==> src/rtl/gbus_pkg.sv <==
// Shared GBUS write-channel definitions: field widths, broadcast ID,
// buffered write record and packed-address slice helpers.
package gbus_pkg;

   localparam int HEAD_BIAS_W = 2;
   localparam int CORE_ADDR_W = 4;
   localparam int CMEM_ADDR_W = 13;
   localparam int GBUS_DATA_W = 128;
   localparam int GBUS_ADDR_W = HEAD_BIAS_W + CORE_ADDR_W + CMEM_ADDR_W;

   localparam logic [CORE_ADDR_W-1:0] GBUS_BCAST_ID = '1;

   typedef struct packed {
      logic [HEAD_BIAS_W-1:0] bias;
      logic [CMEM_ADDR_W-1:0] cmem_addr;
      logic [GBUS_DATA_W-1:0] data;
   } gbus_wr_t;

   function automatic logic [HEAD_BIAS_W-1:0] gbus_bias(input logic [GBUS_ADDR_W-1:0] addr);
      return addr[GBUS_ADDR_W-1 -: HEAD_BIAS_W];
   endfunction

   function automatic logic [CORE_ADDR_W-1:0] gbus_core(input logic [GBUS_ADDR_W-1:0] addr);
      return addr[CMEM_ADDR_W +: CORE_ADDR_W];
   endfunction

   function automatic logic [CMEM_ADDR_W-1:0] gbus_cmem(input logic [GBUS_ADDR_W-1:0] addr);
      return addr[CMEM_ADDR_W-1:0];
   endfunction

endpackage

==> src/rtl/gbus_rx_fifo.sv <==
// Synchronous FIFO buffering accepted GBUS writes; a push into a full FIFO
// is accepted when a pop happens on the same edge.
module gbus_rx_fifo #(
   parameter int WIDTH = 8,
   parameter int DEPTH = 4
) (
   input  logic                     clk,
   input  logic                     rst,
   input  logic                     push,
   input  logic                     pop,
   input  logic [WIDTH-1:0]         wdata,
   output logic [WIDTH-1:0]         rdata,
   output logic [$clog2(DEPTH):0]   count,
   output logic                     full,
   output logic                     empty
);

   localparam int PW = $clog2(DEPTH);
   localparam int CW = PW + 1;

   logic [WIDTH-1:0] mem [DEPTH];
   logic [PW-1:0]    wr_ptr;
   logic [PW-1:0]    rd_ptr;
   logic             do_push;
   logic             do_pop;

   assign empty   = (count == '0);
   assign full    = (count == CW'(DEPTH));
   assign do_pop  = pop & ~empty;
   assign do_push = push & (~full | do_pop);
   assign rdata   = mem[rd_ptr];

   // Storage is not reset; the top masks the head while the FIFO is empty.
   always_ff @(posedge clk) begin
      if (do_push) mem[wr_ptr] <= wdata;
   end

   always_ff @(posedge clk or posedge rst) begin
      if (rst) begin
         wr_ptr <= '0;
         rd_ptr <= '0;
         count  <= '0;
      end else begin
         if (do_push) wr_ptr <= wr_ptr + PW'(1);
         if (do_pop)  rd_ptr <= rd_ptr + PW'(1);
         case ({do_push, do_pop})
            2'b10:   count <= count + CW'(1);
            2'b01:   count <= count - CW'(1);
            default: count <= count;
         endcase
      end
   end

endmodule

==> src/rtl/gbus_cmem_rx.sv <==
// Core-side GBUS write receiver: filters writes by core ID or broadcast,
// buffers them and issues them to the CMEM write port under grant.
module gbus_cmem_rx
   import gbus_pkg::*;
#(
   parameter int GBUS_DATA_W = gbus_pkg::GBUS_DATA_W,
   parameter int HEAD_BIAS_W = gbus_pkg::HEAD_BIAS_W,
   parameter int CORE_ADDR_W = gbus_pkg::CORE_ADDR_W,
   parameter int CMEM_ADDR_W = gbus_pkg::CMEM_ADDR_W,
   parameter int FIFO_DEPTH  = 4,
   parameter int DROP_CNT_W  = 16
) (
   input  logic                                       clk,
   input  logic                                       rst,
   input  logic [CORE_ADDR_W-1:0]                     core_id,
   input  logic [HEAD_BIAS_W+CORE_ADDR_W+CMEM_ADDR_W-1:0] in_gbus_addr,
   input  logic                                       in_gbus_wen,
   input  logic [GBUS_DATA_W-1:0]                     in_gbus_wdata,
   output logic                                       cmem_wen,
   input  logic                                       cmem_wgnt,
   output logic [HEAD_BIAS_W-1:0]                     cmem_wbias,
   output logic [CMEM_ADDR_W-1:0]                     cmem_waddr,
   output logic [GBUS_DATA_W-1:0]                     cmem_wdata,
   output logic [$clog2(FIFO_DEPTH):0]                pending,
   output logic [DROP_CNT_W-1:0]                      drop_cnt,
   output logic                                       ovf_err,
   input  logic                                       stat_clear
);

   localparam int AW = HEAD_BIAS_W + CORE_ADDR_W + CMEM_ADDR_W;
   localparam int EW = HEAD_BIAS_W + CMEM_ADDR_W + GBUS_DATA_W;

   logic [HEAD_BIAS_W-1:0] a_bias;
   logic [CORE_ADDR_W-1:0] a_core;
   logic [CMEM_ADDR_W-1:0] a_cmem;
   logic                   match;
   logic                   pop;
   logic                   drop;
   logic                   full;
   logic                   empty;
   logic [EW-1:0]          head;

   assign a_bias = in_gbus_addr[AW-1 -: HEAD_BIAS_W];
   assign a_core = in_gbus_addr[CMEM_ADDR_W +: CORE_ADDR_W];
   assign a_cmem = in_gbus_addr[CMEM_ADDR_W-1:0];

   assign match = in_gbus_wen & ((a_core == core_id) | (a_core == {CORE_ADDR_W{1'b1}}));
   assign pop   = cmem_wen & cmem_wgnt;
   assign drop  = match & full & ~pop;

   gbus_rx_fifo #(
      .WIDTH (EW),
      .DEPTH (FIFO_DEPTH)
   ) u_fifo (
      .clk   (clk),
      .rst   (rst),
      .push  (match),
      .pop   (pop),
      .wdata ({a_bias, a_cmem, in_gbus_wdata}),
      .rdata (head),
      .count (pending),
      .full  (full),
      .empty (empty)
   );

   assign cmem_wen = ~empty;
   assign {cmem_wbias, cmem_waddr, cmem_wdata} = empty ? '0 : head;

   // A drop coinciding with stat_clear restarts the count at one.
   always_ff @(posedge clk or posedge rst) begin
      if (rst) begin
         drop_cnt <= '0;
         ovf_err  <= 1'b0;
      end else if (drop) begin
         ovf_err <= 1'b1;
         if (stat_clear)          drop_cnt <= DROP_CNT_W'(1);
         else if (drop_cnt != '1) drop_cnt <= drop_cnt + DROP_CNT_W'(1);
      end else if (stat_clear) begin
         drop_cnt <= '0;
         ovf_err  <= 1'b0;
      end
   end

endmodule

==> config.mk <==
export PLATFORM = sky130hd
export DESIGN_NAME = gbus_cmem_rx
export DESIGN_NICKNAME = d
export VERILOG_FILES = /design/src/rtl/gbus_pkg.sv /design/src/rtl/gbus_rx_fifo.sv /design/src/rtl/gbus_cmem_rx.sv
export SDC_FILE = /design/constraint.sdc
export NUM_CORES = 1
export LEC_CHECK = 0
export ABC_AREA = 1
export BUFFER_PORTS_ARGS = -buffer_cell sky130_fd_sc_hd__buf_2
export CORE_MARGIN = 2
export CORE_UTILIZATION = 44
export DETAILED_ROUTE_END_ITERATION = 16
export PLACE_DENSITY = 0.72
export RECOVER_POWER = 25
export REMOVE_ABC_BUFFERS = 1
export SLEW_MARGIN = 20
export SYNTH_ARGS = -nofsm -noshare
export SYNTH_HDL_FRONTEND = slang
export SYNTH_SLANG_ARGS = --single-unit
==> constraint.sdc <==
create_clock -name clk -period 9.5 [get_ports clk]
set_input_delay 0.95 -clock clk [delete_from_list [all_inputs] [get_ports clk]]
set_output_delay 0.95 -clock clk [all_outputs]
set_load 0.1 [all_outputs]
======== Word level (Yosys, flattened, before mapping) ========
Memory sizes are Yosys's and may differ from the RTL's.
Index checks and enable logic that the tools add are counted.
word-level totals
  register bits after elaboration ......... 24
  bits in writable memories ............... 572
  input bits .............................. 156
  output and inout port bits .............. 164
  logic and storage cells ................. 43
  memories ................................ 1
operators by class
  $add $sub $neg .......................... 5
  eq/ne operators ......................... 6
  mux-type cells .......................... 10
  bitwise operators ....................... 11
  reduce and logical (&&, ||, !) cells .... 5
memories
  name        depth  width  rd ports  clocked after memory_dff  wr ports  line                RTL
  u_fifo.mem  4      143    1         0                         1         gbus_rx_fifo.sv:21  logic [WIDTH-1:0] mem [DEPTH];
operators with widths
  kind                                                                   number
  143-bit two-way mux                                                    1
  16-bit two-way mux                                                     4
  16-bit by 1-bit adder with 16-bit output, second input constant        1
  16-bit inequality test, second input constant                          1
  1-bit AND                                                              6
  3-bit case mux with 2 select lines                                     1
  2-bit nonzero test                                                     3
  2-bit by 1-bit adder with 2-bit output, second input constant          2
  4-bit equality test                                                    1
  4-bit equality test, second input constant                             1
  1-bit two-way mux                                                      4
  3-bit by 1-bit adder with 3-bit output, second input constant          1
  3-bit equality test, second input constant                             1
  3-bit zero test                                                        1
  1-bit inverter                                                         3
  3-bit by 1-bit subtractor with 3-bit output, second input constant     1
  2-bit by 1-bit equality test with 1-bit output, second input constant  1
  2-bit equality test, second input constant                             1
  1-bit bitwise OR                                                       2
  2-bit AND reduction                                                    1

======== Logic depth before layout (Yosys ltp) ========
  word-level depth ........................ 8
  depth in mapped cells ................... 13
  mapped depth without buffers ............ 13

======== Hierarchy ========
A second synthesis with hierarchy kept.
unflattened totals
  cell total of the unflattened synthesis .. 1932
  area total of the unflattened synthesis .. 24069.3 um^2
by module, submodules not included
  module        instances  cells each  area an instance (um^2)  sequential area each (um^2)
  gbus_rx_fifo  1          1439        21629.5                  17351.6
  gbus_cmem_rx  1          493         2439.8                   425.4

======== Worst setup path before layout ========
No wires, ideal clock.
  kind .................................... input to register
  from .................................... input port core_id[1]
  to ...................................... memory u_fifo.mem[0][0] (netlist bit), enable pin
  setup time .............................. 0.648 ns
  data arrival time ....................... 7.565 ns
  data required time ...................... 8.852 ns
  setup slack ............................. 1.287 ns
  stages .................................. 8
  path buffers ............................ 0
  path through ............................ inv_1 > nand2_1 > nand2_1 > nor2_1 > nand2_1 > nand2_1 > nand3_1 > nor2_1
on the way
  word-level cells in the longest chain between the ends .. 6
RTL lines
  item                                     line                RTL
  start, declared                          gbus_cmem_rx.sv:15  input logic [CORE_ADDR_W-1:0] core_id,
  4-bit equality test                      gbus_cmem_rx.sv:47  assign match = in_gbus_wen & ((a_core == core_id) | (a_core == {CORE_ADDR_W{1'b1}}));
  1-bit bitwise OR                         gbus_cmem_rx.sv:47
  1-bit AND                                gbus_cmem_rx.sv:47
  1-bit AND                                gbus_rx_fifo.sv:30  assign do_push = push & (~full | do_pop);
  1-bit two-way mux                        gbus_rx_fifo.sv:35  if (do_push) mem[wr_ptr] <= wdata;
  1-bit two-way mux (implied by the code)  gbus_rx_fifo.sv:35
  end, declared                            gbus_rx_fifo.sv:21
Every way passes these cells.

======== Final worst setup path ========
  from .................................... register u_fifo.rd_ptr[0]
  to ...................................... output port cmem_wdata[4]
on the way
  word-level cells in the longest chain between the ends .. 2
RTL lines
  item                     line                RTL
  start, declared          gbus_rx_fifo.sv:23  logic [PW-1:0] rd_ptr;
  start signal, assigned   gbus_rx_fifo.sv:45  if (do_pop) rd_ptr <= rd_ptr + PW'(1);
  memory read 4 x 143 bit  --
  143-bit two-way mux      gbus_cmem_rx.sv:67  assign {cmem_wbias, cmem_waddr, cmem_wdata} = empty ? '0 : head;
  end, declared            gbus_cmem_rx.sv:23  output logic [GBUS_DATA_W-1:0] cmem_wdata,
Every way passes these cells.

==> qor.csv <==
metric;value;unit
Syn Area/Cell;12.3;µm²
Vias/cell;5.29;
CTS tree;yes;
Max-Cap Viols;0;
share of cells above drive strength 1;15.4;%
outcome;completed;
Post-CTS Setup Inserts;0;
total global routing overflow;0;
Worst EP arrival;4.02;ns
initial DRC count;1330;
Yosys reg bits;596;
die width;236;µm
gpl congestion;0.878;
final setup violation count;0;
nets;2368;
port bufs;319;
CP max FO;92;
WP data required;8.55;ns
row cnt;84;
pre-CTS setup slack;5.02;ns
top cell type's share of synthesized area;72.7;%
vias;15556;
setup TNS;0;ns
DR pass1 iterations;5;
largest net degree at the start of global routing;172;
die area;55500;µm²
sequential area share after synthesis;75.3;%
Worst-Skew Late Latency;0.62;ns
final instance area;27500;µm²
initial antenna violation count;13;
Hold Path Class;in2async;
Area Overhead vs Synth;16.3;%
Worst-path clk slew;0.06;ns
RSZ-0062 raised after global routing;no;
I/O pin count;320;
cells after synthesis;1922;
Die H;236;µm
Worst-Margin Slew;1.06;ns
R2R Path Start;u_fifo.count[1];
Startpoint Class;flip-flop;
initial core utilization;44.8;%
placed cell areas;25800;µm²
critical path type;reg2out;
hold violation total from the final report;0;
Slew HR;29.3;%
final wirelength;54900;µm
Total Routing Usage GR;19.4;%
Root Buffer;clkbuf_16;
uppermost routed layer;met5;
clk_skew;0.0253;ns
min Tclk post-route;4.97;ns
metal2 WL;26900;µm
average wire per standard cell;18.7;µm
area leader, netlist;edfxtp_1;
synthesis warning total;0;
Critical path origin;u_fifo.rd_ptr[0];
crit end category;output pin;
vias in the first global route;15302;
Yosys cell types;31;
Period Utilization, post-route;52.4;%
Remaining DRCs;0;
Final Max Tran Viols;0;
CTS Sinks;596;
fmax;201;MHz
CTS Hold Bufs;0;
first-pass GRT wire length;84500;µm
Final Util;52.1;%
area of the mapped netlist;23600;µm²
DRT met1 WL;22500;µm
# fillers;4455;
clock buffer depth;3;
CTS Buf Count;60;
Clock H-tree levels;2;
post-cts sizing count;0;
synth top area cells;edfxtp_1, nor2_1, o21ai_0;
DRT antenna net count;0;
Core Region;52800;µm²
dpl hpwl;30200;µm
metal3 WL;4160;µm
final worst slack;4.53;ns
==> path summary, 6_finish.rpt <==
kind                            slack, ns                 to  cells after the start
worst max-delay path                 4.53      cmem_wdata[4]                      7
worst min-delay path                 0.44        drop_cnt[6]                      2
worst max register to register       6.50  u_fifo.mem[3][41]                      6
worst min register to register       0.51            ovf_err                      2
max in group asynchronous            8.55   u_fifo.rd_ptr[1]                      2
min in group clk                     0.51            ovf_err                      2
==> layout make-up <==
cell class	count	area (µm²)	area share, %
timing repair buffer	335	1640	5.95
multi-input combinational	1172	5220	19.0
antenna	6	15.0	0.0547
sequential	596	17800	64.7
tap	688	861	3.13
inverter	40	163	0.592
clock inverter	32	228	0.829
clock buffer	72	1570	5.71
==> registers in the layout (all words and copies together) (netlist names) <==
signal         cells
u_fifo.mem       572
drop_cnt          16
u_fifo.count       3
u_fifo.rd_ptr      2
u_fifo.wr_ptr      2
ovf_err            1
==> critical path, stage by stage (launching register included) <==
cell     delay [ns]
dfrtp_4        0.77
buf_4          0.59
buf_4          0.88
nor2_1         0.12
nor2_1         0.11
o21ai_0        0.09
a21oi_1        0.30
buf_2          0.49
==> cell usage after synthesis <==
library cell,count
buf_4,1
o21bai_1,1
nand2_1,63
xnor2_1,2
inv_2,4
fa_1,1
a21oi_1,153
xor2_1,4
buf_1,17
o21ai_0,287
buf_12,1
ha_1,6
nand4_4,1
nor3_1,2
nand4_1,2
dfrtp_1,24
nor3_4,1
nand3_2,3
nor2_4,2
nor2_1,601
o21ai_1,7
nor2_2,1
buf_2,41
clkinv_1,1
edfxtp_1,572
nand2_2,1
nand2_4,1
nand3b_1,1
inv_1,35
nand3_1,32
clkbuf_1,54
==> cells in the final DEF, fill, tap and decap left out, drive strengths merged <==
master / synthesis / routed
fa: 1 / 1
o21bai: 1 / 1
bufinv: 0 / 3
xor2: 4 / 4
clkinv: 1 / 28
dfrtp: 24 / 24
ha: 6 / 6
o21ai: 294 / 294
nor2: 604 / 604
a21oi: 153 / 153
nand3b: 1 / 1
inv: 39 / 40
buf: 60 / 247
nor3: 3 / 3
clkbuf: 54 / 160
xnor2: 2 / 2
diode: 0 / 6
nand4: 3 / 3
clkinvlp: 0 / 1
nand2: 65 / 65
edfxtp: 572 / 572
nand3: 35 / 35
==> per-stage QoR <==
step	cells	hold slack, ns
2_1_floorplan	1808	0.557
3_3_place_gp	2831	0.466
3_5_place_dp	2831	0.478
4_1_cts	2935	0.494
5_1_grt	2939	0.475
6_report	2941	0.444
==> cell families after synthesis <==
kind of cell             count (synthesis)  synth area share [%]
XOR/XNOR                                 6                 0.223
AND/OR/NAND/NOR                        711                  11.8
adder cells (fa/ha/maj)                  7                 0.403
flip-flops                             596                  75.3
AO/OA/AOI/OAI                          448                  9.51
buffers and inverters                  154                  2.75
==> metal layers <==
metal,global-route usage [%],up-vias
met3,5.16,94
li1,-,7344
met1,24.4,7600
met5,0,-
met4,6.27,16
met2,32.8,502
Power is not shown: default switching activity piles up to over one toggle a cycle in this logic, so the estimate is an artifact.
